==> config.mk <==
export PLATFORM = sky130hd
export DESIGN_NAME = serial_frame_tx
export DESIGN_NICKNAME = d
export VERILOG_FILES = /design/src/rtl/serial_frame_tx.sv
export SDC_FILE = /design/constraint.sdc
export NUM_CORES = 1
export LEC_CHECK = 0
export ABC_AREA = 1
export BUFFER_PORTS_ARGS = -buffer_cell sky130_fd_sc_hd__buf_2
export CAP_MARGIN = 20
export CORE_MARGIN = 3
export CORE_UTILIZATION = 35
export CTS_CLUSTER_SIZE = 14
export DETAILED_ROUTE_END_ITERATION = 8
export MAX_ROUTING_LAYER = met4
export PLACE_DENSITY = 0.62
export SYNTH_ARGS = -nofsm -noshare
export SYNTH_HDL_FRONTEND = slang
export SYNTH_SLANG_ARGS = --single-unit
export TNS_END_PERCENT = 20
==> constraint.sdc <==
create_clock -name clk -period 1.69 [get_ports clk]
set_input_delay 0.338 -clock clk [delete_from_list [all_inputs] [get_ports clk]]
set_output_delay 0.338 -clock clk [all_outputs]
set_load 0.02 [all_outputs]
==> src/rtl/serial_frame_tx.sv <==
// Parallel-to-serial frame transmitter: accepts a word on valid/ready and
// shifts it out LSB-first, CLKS_PER_BIT clocks per bit, with an optional idle gap.
module serial_frame_tx #(
  parameter int WIDTH        = 4,
  parameter int CLKS_PER_BIT = 1,
  parameter int GAP_CYCLES   = 0
) (
  input  logic             clk,
  input  logic             reset,
  input  logic [WIDTH-1:0] data_in,
  input  logic             data_valid,
  output logic             data_ready,
  output logic             serial_out,
  output logic             shift_en,
  output logic             busy,
  output logic             frame_done
);

  localparam int CMAX_RAW = (CLKS_PER_BIT > GAP_CYCLES) ? CLKS_PER_BIT : GAP_CYCLES;
  localparam int CMAX     = (CMAX_RAW > 1) ? CMAX_RAW : 1;
  localparam int CW       = (CMAX > 1) ? $clog2(CMAX) : 1;
  localparam int BW       = $clog2(WIDTH);

  localparam logic [CW-1:0] BIT_TC   = CW'(CLKS_PER_BIT - 1);
  localparam logic [CW-1:0] PRE_TC   = CW'((CLKS_PER_BIT > 1) ? CLKS_PER_BIT - 2 : 0);
  localparam logic [CW-1:0] GAP_TC   = CW'((GAP_CYCLES > 0) ? GAP_CYCLES - 1 : 0);
  localparam logic [BW-1:0] LAST_BIT = BW'(WIDTH - 1);
  localparam logic          ONE_CLK  = (CLKS_PER_BIT == 1);

  typedef enum logic [1:0] {
    IDLE  = 2'd0,
    SHIFT = 2'd1,
    GAP   = 2'd2
  } state_t;

  state_t           state_q, state_d;
  logic [CW-1:0]    cnt_q, cnt_d;
  logic [BW-1:0]    bit_q, bit_d;
  logic [WIDTH-1:0] shreg_q, shreg_d;
  logic             data_ready_q, data_ready_d;
  logic             shift_en_q, shift_en_d;
  logic             busy_q, busy_d;
  logic             frame_done_q, frame_done_d;

  always_ff @(posedge clk or posedge reset) begin
    if (reset) begin
      state_q      <= IDLE;
      cnt_q        <= '0;
      bit_q        <= '0;
      shreg_q      <= '0;
      data_ready_q <= 1'b1;
      shift_en_q   <= 1'b0;
      busy_q       <= 1'b0;
      frame_done_q <= 1'b0;
    end else begin
      state_q      <= state_d;
      cnt_q        <= cnt_d;
      bit_q        <= bit_d;
      shreg_q      <= shreg_d;
      data_ready_q <= data_ready_d;
      shift_en_q   <= shift_en_d;
      busy_q       <= busy_d;
      frame_done_q <= frame_done_d;
    end
  end

  // shift_en/frame_done are registered, so they are computed one clock ahead
  // from the counter value that will be current after this edge.
  always_comb begin
    state_d      = state_q;
    cnt_d        = cnt_q;
    bit_d        = bit_q;
    shreg_d      = shreg_q;
    data_ready_d = data_ready_q;
    shift_en_d   = 1'b0;
    busy_d       = busy_q;
    frame_done_d = 1'b0;
    unique case (state_q)
      IDLE: begin
        if (data_valid && data_ready_q) begin
          state_d      = SHIFT;
          shreg_d      = data_in;
          cnt_d        = '0;
          bit_d        = '0;
          data_ready_d = 1'b0;
          busy_d       = 1'b1;
          shift_en_d   = ONE_CLK;
        end
      end
      SHIFT: begin
        if (cnt_q == BIT_TC) begin
          cnt_d   = '0;
          // zero fill leaves the register clear once the last bit is gone
          shreg_d = shreg_q >> 1;
          if (bit_q == LAST_BIT) begin
            bit_d = '0;
            if (GAP_CYCLES > 0) begin
              state_d = GAP;
            end else begin
              state_d      = IDLE;
              busy_d       = 1'b0;
              data_ready_d = 1'b1;
            end
          end else begin
            bit_d        = bit_q + BW'(1);
            shift_en_d   = ONE_CLK;
            frame_done_d = ONE_CLK && (bit_q + BW'(1) == LAST_BIT);
          end
        end else begin
          cnt_d        = cnt_q + CW'(1);
          shift_en_d   = (cnt_q == PRE_TC);
          frame_done_d = (cnt_q == PRE_TC) && (bit_q == LAST_BIT);
        end
      end
      GAP: begin
        if (cnt_q == GAP_TC) begin
          cnt_d        = '0;
          state_d      = IDLE;
          busy_d       = 1'b0;
          data_ready_d = 1'b1;
        end else begin
          cnt_d = cnt_q + CW'(1);
        end
      end
      default: begin
        state_d      = IDLE;
        cnt_d        = '0;
        bit_d        = '0;
        shreg_d      = '0;
        data_ready_d = 1'b1;
        busy_d       = 1'b0;
      end
    endcase
  end

  assign serial_out = shreg_q[0];
  assign data_ready = data_ready_q;
  assign shift_en   = shift_en_q;
  assign busy       = busy_q;
  assign frame_done = frame_done_q;

endmodule

* Word-level counts from Yosys, hierarchy flattened
Cells that the tools add are included.
** Word-level totals
- Register bits after elaboration :: 13
- Bits in latches :: 0
- Bits in writable memories :: 0
- Memory bits (read-only) :: 0
- Input port bits :: 7
- Output and inout bits :: 5
- Word-level logic and storage cells :: 57
- Memories kept :: 0
** Operators by class
- Add/sub/neg operators :: 2
- Multiply operators :: 0
- Divide/modulo/power cells :: 0
- Order comparisons :: 0
- Eq/ne operators :: 8
- Shifts and indexed selects :: 0
- Muxes and demuxes :: 31
- Bitwise operators :: 2
- Reduce and logical (&&, ||, !) cells :: 6
** Operators with widths (count)
- two-way mux 1 bit :: 15
- two-way mux 2 bit :: 7
- one-hot mux 2 bit (3 select lines) :: 2
- one-hot mux 4 bit (3 select lines) :: 1
- two-way mux 4 bit :: 2
- inequality test 2 bit, second input constant :: 4
- equality test 2 bit, second input constant :: 3
- one-hot mux 1 bit (3 select lines) :: 2
- one-hot mux 1 bit (2 select lines) :: 2
- AND reduction 4 bit :: 1
- AND reduction 3 bit :: 1
- adder 2 x 1 -> 2 bit, second input constant :: 1
- equality test 2 x 1 -> 1 bit, second input constant :: 1
- logical AND 1 bit :: 2
- zero test 2 bit :: 1
- inverter 1 bit :: 2
- OR reduction 2 bit :: 1
- adder 1 bit, second input constant :: 1

* Depth between registers and ports, before layout
Gate-level depths: netlist of run 1.
- Depth in word-level cells :: 5
- Mapped depth :: 6
- Depth with buffers taken out :: 5

* Worst setup path after synthesis of run 1
OpenSTA, ideal clock, no wires.
- Path type :: register -> register
- From :: reg, netlist name busy
- To :: reg busy_q (netlist: busy)
- Setup time :: 118 ps
- Arrival time :: 896 ps
- Required time :: 1572 ps
- Path slack :: 676 ps
- Stages on the path, launching flop included :: 6
- Buffers on the path :: 2
- Clock period less this slack :: 1014 ps
- Path through :: dfrtp_1 > buf_6 > inv_8 > buf_12 > nand2_2 > o21ai_2
** RTL lines
- end signal, assigned :: RTL line 62 : busy_q <= busy_d;
- end, declared :: RTL line 42 : logic busy_q, busy_d;

* Worst setup path after layout of run 1
- From :: reg busy_q (netlist: busy)
- To :: out busy
** RTL lines
- end, declared :: RTL line 15 : output logic busy,
No word-level cell between the ends.

==> insert_results.sql, run 1 <==
INSERT INTO impl_metrics (metric_group, metric, value, unit) VALUES
('setup_path', 'startpoint', 'busy', ''),
('die', 'die-width', '44.33', 'um'),
('timing', 'timing.final.hold_violations', '0', ''),
('place', 'hpwl', '632.4', 'um'),
('logic_synthesis', 'synth_fp_nets', '64', ''),
('logic_synthesis', 'synth.ff_latch_count', '10', ''),
('routing', 'routed_wire_length_per_instance', '10.77', 'um'),
('logic_synthesis', 'combined_area_of_all_synthesized_cells', '514.2', 'um2'),
('setup_path', 'crit_fanout', '9', ''),
('setup_path', 'setup.worst_path.end_class', 'primary output', ''),
('logic_synthesis', 'cell_with_the_most_instances_after_synthesis', 'nand2_1', ''),
('logic_synthesis', 'post_synth_edffs', '0', ''),
('die', 'rows', '13', ''),
('logic_synthesis', 'postSynthCellCount', '54', ''),
('timing', 'worst_pin_slew', '0.4030', 'ns'),
('timing', 'rsz_0062_raised_after_global_routing', 'no', ''),
('finish', 'antennaDiodeCount', '0', ''),
('routing', 'detailed_routing_iterations_pass_1', '4', ''),
('finish', 'post_layout_nonfiller_instances', '82', ''),
('logic_synthesis', 'ys_top_cells_by_count', 'nand2_1 (21), dfrtp_1 (9), nand3_1 (5)', ''),
('finish', 'final_layout_size_suffix_gt1_share', '32.84', '%'),
('setup_path', 'timing.reg2reg.worst_path_depth', '4', ''),
('logic_synthesis', 'synthDistinctLibCells', '15', ''),
('setup_path', 'crit-reg2reg-launch', 'busy', ''),
('routing', 'number_of_remaining_drc_errors', '0', ''),
('timing', 'max_freq', '0.6973', 'GHz'),
('clocking', 'cts_setup_buffers', '0', ''),
('clocking', 'cts_htree_levels', '1', ''),
('timing', 'final_min_period_over_clock_period', '84.86', '%'),
('logic_synthesis', 'synth.top_cells.by_area', 'dfrtp_1 (44%), nand2_1 (15%), ha_1 (7.3%)', ''),
('outcome', 'status', 'finished, final reports clean', ''),
('setup_path', 'timing.critical_path.max_delay_family', 'flip-flops', ''),
('setup_path', 'r2r-end', 'shreg_q[1]', ''),
('setup_path', 'path_depth', '1', ''),
('die', 'initial_utilization', '38.56', '%'),
('routing', 'routed_antenna_nets', '0', ''),
('setup_path', 'worst-endpoint-required', '1.35', 'ns'),
('timing', 'report.final.setup_viol', '0', ''),
('pwr', 'power.density', '1902', 'nW/um2'),
('finish', 'layout-area-overhead-vs-synth', '13.38', '%'),
('die', 'fp.dieH', '44.33', 'um'),
('setup_path', 'cpMaxStageDelayCell', 'dfrtp_1', ''),
('logic_synthesis', 'synth_sequential_area_ratio', '48.91', '%'),
('setup_path', 'worstPathArrival', '1.10', 'ns'),
('clocking', 'ctsHoldBuffers', '0', ''),
('routing', 'wl_met3', '59', 'um'),
('setup_path', 'critical_path_class', 'register to primary output', ''),
('setup_path', 'crit_path_cell_trace', 'buf_2', ''),
('timing', 'tns', '0', 'ns'),
('routing', 'drtIter0Drc', '5', ''),
('logic_synthesis', 'synth_top_area_cell', 'dfrtp_1', ''),
('timing', 'relSlewSlack', '73.13', '%'),
('clocking', 'tritoncts', 'yes', ''),
('clocking', 'cts_max_path_buffers', '2', ''),
('routing', 'wl_met2', '400', 'um'),
('global_routing', 'grt_first_pass_wirelength', '1545', 'um'),
('die', 'fp.dieArea', '1965', 'um2'),
('finish', 'num-nets-final', '78', ''),
('setup_path', 'ff2ff_setup_slack', '0.63', 'ns'),
('global_routing', 'globalRoute.totalOverflow', '0', ''),
('timing', 'worst_clock_skew', '0.002680', 'ns'),
('timing', 'whs', '0.03533', 'ns'),
('global_routing', 'grt_antenna_before_repair', '0', ''),
('setup_path', 'critPathBufInv', '1', ''),
('logic_synthesis', 'ys_async_rst_share', '100.0', '%'),
('logic_synthesis', 'synthDominantCellAreaShare', '43.80', '%'),
('place', 'gp_routability_congestion', '0.6648', ''),
('timing', 'drv_slew', '0', ''),
('setup_path', 'timing.critical_path.slowest_cell_delay', '0.59', 'ns'),
('logic_synthesis', 'yosysWarningCount', '0', ''),
('global_routing', 'global_route.usage.total', '11.97', '%');
state kept, by name (all words and copies together), names as in the netlist:
register    count
shreg_q         4
bit_q           2
busy            1
data_ready      1
frame_done      1
shift_en        1
final cells by class:
class / instances / area (um2)
Tap cell: 15 / 18.77
Sequential cell: 10 / 251.5
Fill cell: 147 / 750.7
Multi-Input combinational cell: 37 / 205.2
Timing Repair Buffer: 11 / 55.05
Clock buffer: 4 / 26.28
Inverter: 5 / 26.28
routing by layer:
layer / GRT usage (%) / vias up
li1: - / 197
met1: 15.11 / 178
met2: 14.83 / 15
met3: 3.659 / 4
met4: 10.84 / 0
met5: - / -
per-stage QoR:
step	worst slack, ns	cell area [um2]	power, W	utilization, %
final	0.2558	583.1	0.001109	43.71
after global routing	0.2029	583.1	0.001220	43.71
after CTS	0.2316	583.1	0.001135	43.71
after detailed placement	0.5458	556.8	0.0009453	41.74
after global placement	0.5648	556.8	0.0009356	41.74
after floorplan	0.6764	514.2	0.0008991	-
power breakdown:
| part | leakage, nW | internal [W] | switching (W) | total [W] |
|---|---|---|---|---|
| clock network | 0.0150 | 0.0000914 | 0.0000831 | 0.000175 |
| registers | 0.124 | 0.000357 | 0.000105 | 0.000462 |
| logic | 0.198 | 0.000175 | 0.000298 | 0.000473 |
| total | 0.337 | 0.000623 | 0.000487 | 0.00111 |
cells in the final DEF (no fill, tap or decap):
| cell | instances |
|---|---|
| buf_2 | 11 |
| nand2_2 | 1 |
| o21ai_2 | 3 |
| nand2_1 | 21 |
| o21ai_1 | 1 |
| o21ai_0 | 1 |
| clkbuf_4 | 3 |
| inv_1 | 4 |
| nand3_2 | 1 |
| ha_1 | 3 |
| clkbuf_1 | 1 |
| inv_8 | 1 |
| dfrtp_1 | 9 |
| nand2_4 | 1 |
| dfstp_2 | 1 |
| nand3_1 | 5 |
kinds of logic after synthesis:
| family | count (synthesis) | synth area share [%] |
|---|---|---|
| adder cells (fa/ha/maj) | 3 | 7.300 |
| AO/OA/AOI/OAI | 5 | 7.055 |
| buffers and inverters | 7 | 11.19 |
| flip-flops | 10 | 48.91 |
| AND/OR/NAND/NOR | 29 | 25.55 |
worst max-delay path by stage:
stage | endpoint
after floorplan | busy
after global placement | busy
after detailed placement | busy
after CTS | busy
after global routing | busy
final | busy
Note: power is estimated with default switching activity, not from simulation.
==> inputs of run 2 (changes only) <==
--- a/config.mk
+++ b/config.mk
@@ -13,7 +13,7 @@
 export CTS_CLUSTER_SIZE = 14
 export DETAILED_ROUTE_END_ITERATION = 8
 export MAX_ROUTING_LAYER = met4
-export PLACE_DENSITY = 0.62
+export PLACE_DENSITY = 0.64
 export SYNTH_ARGS = -nofsm -noshare
 export SYNTH_HDL_FRONTEND = slang
 export SYNTH_SLANG_ARGS = --single-unit
==> constraint.sdc (replaced) <==
create_clock -name clk -period 1.25 [get_ports clk]
set_input_delay 0.25 -clock clk [delete_from_list [all_inputs] [get_ports clk]]
set_output_delay 0.25 -clock clk [all_outputs]
set_load 0.02 [all_outputs]
==> run 2 against run 1 <==
Sequential power increased by 36%. Combinational power increased by 39%. Total power increased by 41%. Die area unchanged. Sequential cell count unchanged. Largest cell class unchanged.
==> insert_results.sql, run 2 (synthesis gave the netlist of run 1 again) <==
INSERT INTO impl_metrics (metric_group, metric, value, unit) VALUES
('outcome', 'status', 'finished, final reports clean', ''),
('place', 'hpwl', '618.3', 'um'),
('setup_path', 'crit-reg2reg-launch', 'busy', ''),
('setup_path', 'worstPathArrival', '0.96', 'ns'),
('die', 'rows', '13', ''),
('global_routing', 'global_route.usage.total', '11.10', '%'),
('setup_path', 'timing.critical_path.slowest_cell_delay', '0.56', 'ns'),
('place', 'gp_routability_congestion', '0.7159', ''),
('timing', 'period_needed', '1.213', 'ns'),
('timing', 'worst_clock_skew', '0.004420', 'ns'),
('global_routing', 'grt_first_pass_wirelength', '1538', 'um'),
('setup_path', 'startpoint', 'data_ready', ''),
('setup_path', 'crit_fanout', '3', ''),
('clocking', 'cts_htree_levels', '1', ''),
('routing', 'routed_wire_length_per_instance', '10.10', 'um'),
('setup_path', 'ff2ff_setup_slack', '0.28', 'ns'),
('finish', 'num-nets-final', '79', ''),
('routing', 'via_count', '371', ''),
('timing', 'tns', '0', 'ns'),
('finish', 'commonest_non_fill_non_tap_cells_in_the_layout', 'nand2_1 (21), buf_2 (9), dfrtp_1 (8)', ''),
('die', 'die-width', '44.33', 'um'),
('setup_path', 'timing.critical_path.max_delay_family', 'flip-flops', ''),
('setup_path', 'path_depth', '1', ''),
('clocking', 'worstSkewPairLatency', '0.26', 'ns'),
('die', 'fp.dieArea', '1965', 'um2'),
('setup_path', 'crit_path_end', 'data_ready', ''),
('finish', 'layout_top_registers', 'shreg_q x4, bit_q x2', ''),
('global_routing', 'grt_antenna_before_repair', '0', ''),
('finish', 'layout-area-overhead-vs-synth', '18.49', '%'),
('finish', 'largest_reg_flops', '4', ''),
('routing', 'drt-vias-per-instance', '4.470', ''),
('clocking', 'cts_max_path_buffers', '2', ''),
('routing', 'route.final.wire_length', '838', 'um'),
('setup_path', 'critical_path_class', 'register to primary output', ''),
('setup_path', 'critPathBufInv', '1', ''),
('clocking', 'cts.sink_count', '10', ''),
('die', 'io_pins', '12', ''),
('die', 'initial_utilization', '38.56', '%'),
('global_routing', 'grt_start_max_net_pins', '15', ''),
('setup_path', 'r2r-end', 'shreg_q[0]', ''),
('routing', 'detailed_routing_iterations_pass_1', '4', ''),
('die', 'fp.dieH', '44.33', 'um'),
('routing', 'routed_antenna_nets', '0', ''),
('timing', 'final_min_period_over_clock_period', '97.06', '%'),
('run', 'maxCapViolCount', '0', ''),
('setup_path', 'crit_path_cell_trace', 'buf_4', ''),
('setup_path', 'setup.worst_path.end_class', 'primary output', ''),
('finish', 'largest-register', 'shreg_q', ''),
('finish', 'antennaDiodeCount', '0', ''),
('setup_path', 'cpMaxStageDelayCell', 'dfstp_2', ''),
('routing', 'number_of_remaining_drc_errors', '0', ''),
('place', 'port_buffers', '11', ''),
('timing', 'max_freq', '0.8242', 'GHz'),
('timing', 'whs', '0.2251', 'ns'),
('timing', 'drv_slew', '0', ''),
('global_routing', 'first_global_vias', '370', ''),
('pwr', 'p_leak', '0.3472', 'nW'),
('clocking', 'clock_tree.root_cell', 'clkbuf_4', ''),
('timing', 'report.final.setup_viol', '0', ''),
('routing', 'drtIter0Drc', '2', ''),
('pwr', 'irDropWorstVdd', '0.9258', 'mV'),
('global_routing', 'globalRoute.totalOverflow', '0', ''),
('setup_path', 'cp_launch_type', 'register', ''),
('hold_path', 'min_delay_path_depth', '3', ''),
('die', 'coreArea', '1334', 'um2'),
('timing', 'worst_pin_slew', '0.3787', 'ns'),
('pwr', 'power.density', '2574', 'nW/um2'),
('finish', 'final_layout_size_suffix_gt1_share', '35.29', '%'),
('clocking', 'tritoncts', 'yes', ''),
('timing', 'timing.final.hold_violations', '0', ''),
('setup_path', 'worst-endpoint-required', '1.00', 'ns'),
('timing', 'relSlewSlack', '74.73', '%'),
('timing', 'rsz_0062_raised_after_global_routing', 'no', ''),
('finish', 'layout_commonest_cell', 'nand2_1', ''),
('clocking', 'clk_pin_slew_worst_paths', '0.07', 'ns'),
('hold_path', 'hp-class', 'input port to register', ''),
('setup_path', 'timing.reg2reg.worst_path_depth', '4', ''),
('clocking', 'cts_buffers', '3', '');
[run 2: metrics by stage]
stage	instances	area (um2)	power, W	util (%)	setup WS (ns)
after floorplan	54	514.2	0.001216	-	0.2364
after global placement	78	556.8	0.001269	41.74	0.2159
after detailed placement	78	556.8	0.001271	41.74	0.2070
after CTS	83	604.3	0.001569	45.31	0.005456
after global routing	83	609.3	0.001717	45.68	0.004399
final	83	609.3	0.001568	45.68	0.03673
[run 2: worst min-delay path by stage]
stage                     startpoint          to  slack, ns
after floorplan                reset    bit_q[0]       0.09
after global placement         reset  shreg_q[3]       0.25
after CTS                 data_in[3]  shreg_q[3]       0.22
after detailed placement       reset  shreg_q[3]       0.25
after global routing      data_in[3]  shreg_q[3]       0.23
final                     data_in[3]  shreg_q[3]       0.23
[run 2: worst reg2reg max path, stage by stage, from the launching register on]
cell	delay (ns)
dfrtp_2	0.49
inv_8	0.13
nand2_1	0.12
nand2_1	0.09
nand2_1	0.05
[run 2: layer usage]
layer | part of all wire [%] | wire length, um | vias to the layer above | global-route usage [%]
met3 | 4.4 | 37 | 2 | 2.439
met4 | 0.95 | 8 | 0 | 5.422
met5 | 0 | 0 | - | -
met2 | 45 | 376 | 5 | 15.70
met1 | 50 | 416 | 165 | 14.86
li1 | - | - | 199 | -
[run 2: final cells by class]
cell class                 instances  area (um2)
timing repair buffer              12       70.07
clock buffer                       4       36.28
tap                               15       18.77
sequential                        10       252.7
inverter                           5       26.28
multi-input combinational         37       205.2
fill                             135       724.4
[run 2: what timing repair did]
item,in CTS,in global routing
setup buffers,0,0
hold buffers,1,0
endpoints found under the setup margin,1,2
endpoints found under the hold margin,9,0
gates resized for setup,1,2
[run 2: report_power, final]
group | switching [W] | total, W | internal [W]
clock network | 0.000108 | 0.000285 | 0.000177
registers | 0.000140 | 0.000627 | 0.000486
logic | 0.000401 | 0.000657 | 0.000256
==> inputs of run 3 (changes only) <==
--- a/config.mk
+++ b/config.mk
@@ -14,6 +14,7 @@
 export DETAILED_ROUTE_END_ITERATION = 8
 export MAX_ROUTING_LAYER = met4
 export PLACE_DENSITY = 0.64
+export SETUP_SLACK_MARGIN = 0.1
 export SYNTH_ARGS = -nofsm -noshare
 export SYNTH_HDL_FRONTEND = slang
 export SYNTH_SLANG_ARGS = --single-unit
==> run 3 against run 2 <==
Setup slack better by 0.054 ns. Clock skew is 0.00078 ns lower. Non-clock buffer count is 2 higher. First-iteration DRC count is 50% higher. Critical path depth stayed put. Sequential power is 9.4% lower. Clock power is 2% higher. Sequential share of layout area is 1.1 points lower. Total power is 4.2% higher. Worst hold slack worse by 0.0087 ns. Largest cell class unchanged. Largest power group unchanged.
==> insert_results.sql, run 3 (synthesis gave the netlist of run 1 again) <==
INSERT INTO impl_metrics (metric_group, metric, value, unit) VALUES
('die', 'coreArea', '1334', 'um2'),
('finish', 'final_layout_size_suffix_gt1_share', '37.14', '%'),
('setup_path', 'timing.critical_path.slowest_cell_delay', '0.54', 'ns'),
('pwr', 'p_leak', '0.3573', 'nW'),
('timing', 'timing.final.hold_violations', '0', ''),
('setup_path', 'worst-endpoint-required', '1.00', 'ns'),
('setup_path', 'crit_path_cell_trace', 'buf_6', ''),
('finish', 'largest-register', 'shreg_q', ''),
('place', 'hpwl', '618.3', 'um'),
('finish', 'layout.filler_cells', '135', ''),
('global_routing', 'first_global_vias', '376', ''),
('timing', 'worst_clock_skew', '0.003639', 'ns'),
('finish', 'seq_area', '252.7', 'um2'),
('hold_path', 'hp-class', 'input port to register', ''),
('clocking', 'tritoncts', 'yes', ''),
('setup_path', 'critical_path_class', 'register to primary output', ''),
('timing', 'drv_slew', '0', ''),
('finish', 'largest_reg_flops', '4', ''),
('routing', 'routed_antenna_nets', '0', ''),
('finish', 'layout_commonest_cell', 'nand2_1', ''),
('routing', 'via_count', '379', ''),
('clocking', 'cts_buffers', '3', ''),
('clocking', 'clk_pin_slew_worst_paths', '0.07', 'ns'),
('pwr', 'switching_fraction_of_total_power', '41.19', '%'),
('outcome', 'status', 'finished, final reports clean', ''),
('clocking', 'cts_max_path_buffers', '2', ''),
('setup_path', 'worstPathArrival', '0.91', 'ns'),
('place', 'postPlaceCellArea', '556.8', 'um2'),
('clocking', 'worstSkewPairLatency', '0.26', 'ns'),
('hold_path', 'min_delay_path_depth', '3', ''),
('timing', 'max_freq', '0.8629', 'GHz'),
('setup_path', 'crit_fanout', '2', ''),
('die', 'initial_utilization', '38.56', '%'),
('finish', 'layout_top_registers', 'shreg_q x4, bit_q x2', ''),
('die', 'fp.dieH', '44.33', 'um'),
('timing', 'worst_pin_slew', '0.3861', 'ns'),
('die', 'rows', '13', ''),
('timing', 'tns', '0', 'ns'),
('routing', 'detailed_routing_iterations_pass_1', '2', ''),
('clocking', 'clock_tree.root_cell', 'clkbuf_4', ''),
('setup_path', 'timing.reg2reg.worst_path_depth', '4', ''),
('routing', 'route.final.wire_length', '899', 'um'),
('finish', 'multi_input_comb_area', '205.2', 'um2'),
('place', 'gp_routability_congestion', '0.7159', ''),
('global_routing', 'globalRoute.totalOverflow', '0', ''),
('pwr', 'combPwrFrac', '47.3', '%'),
('timing', 'report.final.setup_viol', '0', ''),
('global_routing', 'grt_antenna_before_repair', '0', ''),
('setup_path', 'setup.worst_path.end_class', 'primary output', ''),
('routing', 'number_of_remaining_drc_errors', '0', ''),
('die', 'io_pins', '12', ''),
('setup_path', 'critPathBufInv', '1', ''),
('setup_path', 'cpMaxStageDelayCell', 'dfstp_2', ''),
('pwr', 'seqPwrFrac', '34.8', '%'),
('finish', 'layout-area-overhead-vs-synth', '21.65', '%'),
('finish', 'commonest_non_fill_non_tap_cells_in_the_layout', 'nand2_1 (21), buf_2 (10), dfrtp_1 (8)', ''),
('die', 'fp.dieArea', '1965', 'um2'),
('finish', 'num-nets-final', '81', ''),
('pwr', 'netSwitchingPower', '0.0006730', 'W'),
('setup_path', 'timing.critical_path.max_delay_family', 'flip-flops', ''),
('pwr', 'proportion_of_power_drawn_by_the_clock_network', '17.9', '%'),
('global_routing', 'grt_first_pass_wirelength', '1587', 'um'),
('setup_path', 'cp_launch_type', 'register', ''),
('routing', 'routed_wire_length_per_instance', '10.58', 'um'),
('run', 'maxCapViolCount', '0', ''),
('global_routing', 'global_route.usage.total', '11.55', '%'),
('setup_path', 'path_depth', '1', ''),
('finish', 'antennaDiodeCount', '0', ''),
('timing', 'period_needed', '1.159', 'ns'),
('timing', 'final_min_period_over_clock_period', '92.71', '%'),
('timing', 'relSlewSlack', '74.23', '%'),
('place', 'port_buffers', '11', ''),
('clocking', 'cts.sink_count', '10', ''),
('timing', 'rsz_0062_raised_after_global_routing', 'yes', ''),
('global_routing', 'grt_start_max_net_pins', '15', ''),
('routing', 'drt-vias-per-instance', '4.459', ''),
('pwr', 'power.density', '2612', 'nW/um2'),
('clocking', 'cts_htree_levels', '1', ''),
('pwr', 'cell_internal_pwr', '0.0009608', 'W'),
('die', 'die-width', '44.33', 'um'),
('pwr', 'irDropWorstVdd', '0.9499', 'mV'),
('routing', 'drtIter0Drc', '3', ''),
('finish', 'postLayoutCellArea', '625.6', 'um2');
==> run 3: what timing repair did <==
action | 4_1_cts | 5_1_grt
resized for setup | 2 | 1
buffers inserted | 2 | 0
setup endpoints to repair | 2 | 1
hold buffers | 1 | 0
hold endpoints to repair | 9 | 0
==> run 3: final timing paths <==
path                       startpoint  slack [ns]    endpoint
max                        data_ready        0.09  data_ready
max reg2reg                data_ready        0.20    bit_q[0]
min in group asynchronous       reset        0.51  shreg_q[3]
max in group asynchronous       reset        0.43  data_ready
min                        data_in[3]        0.22  shreg_q[3]
min reg2reg                shreg_q[0]        0.50  shreg_q[0]
==> run 3: final cells by class <==
type,count,share of cell area [%]
flip-flops and latches,10,40.40
multi-input cells,37,32.80
repair buffers,14,13.80
clock buffers,4,5.800
inverters,5,4.200
well taps,15,3.000
==> run 3: metal layers <==
layer | vias up | wire [um] | global-route usage [%]
met1 | 167 | 425 | 14.90
met3 | 4 | 37 | 2.439
met2 | 7 | 416 | 17.15
li1 | 201 | - | -
met5 | - | 0 | -
met4 | 0 | 18 | 5.422
==> run 3: metrics by stage <==
stage	hold WS (ns)	util, %	std cells	power [W]	setup slack [ns]
finish	0.2164	46.90	85	0.001634	0.09115
global route	0.2264	46.90	85	0.001784	0.06783
CTS	0.2203	46.62	85	0.001627	0.07285
detailed placement	0.2463	41.74	78	0.001271	0.2070
global placement	0.2473	41.74	78	0.001269	0.2159
floorplan	0.08946	-	54	0.001216	0.2364
==> run 3: power by group through the flow <==
stage,Clock [W],Sequential (W),Combinational (W)
after floorplan,0,0.000668,0.000547
after global placement,0,0.000623,0.000646
after detailed placement,0,0.000628,0.000643
after CTS,0.000294,0.000563,0.000769
after global routing,0.000314,0.000590,0.000880
final,0.000292,0.000568,0.000773
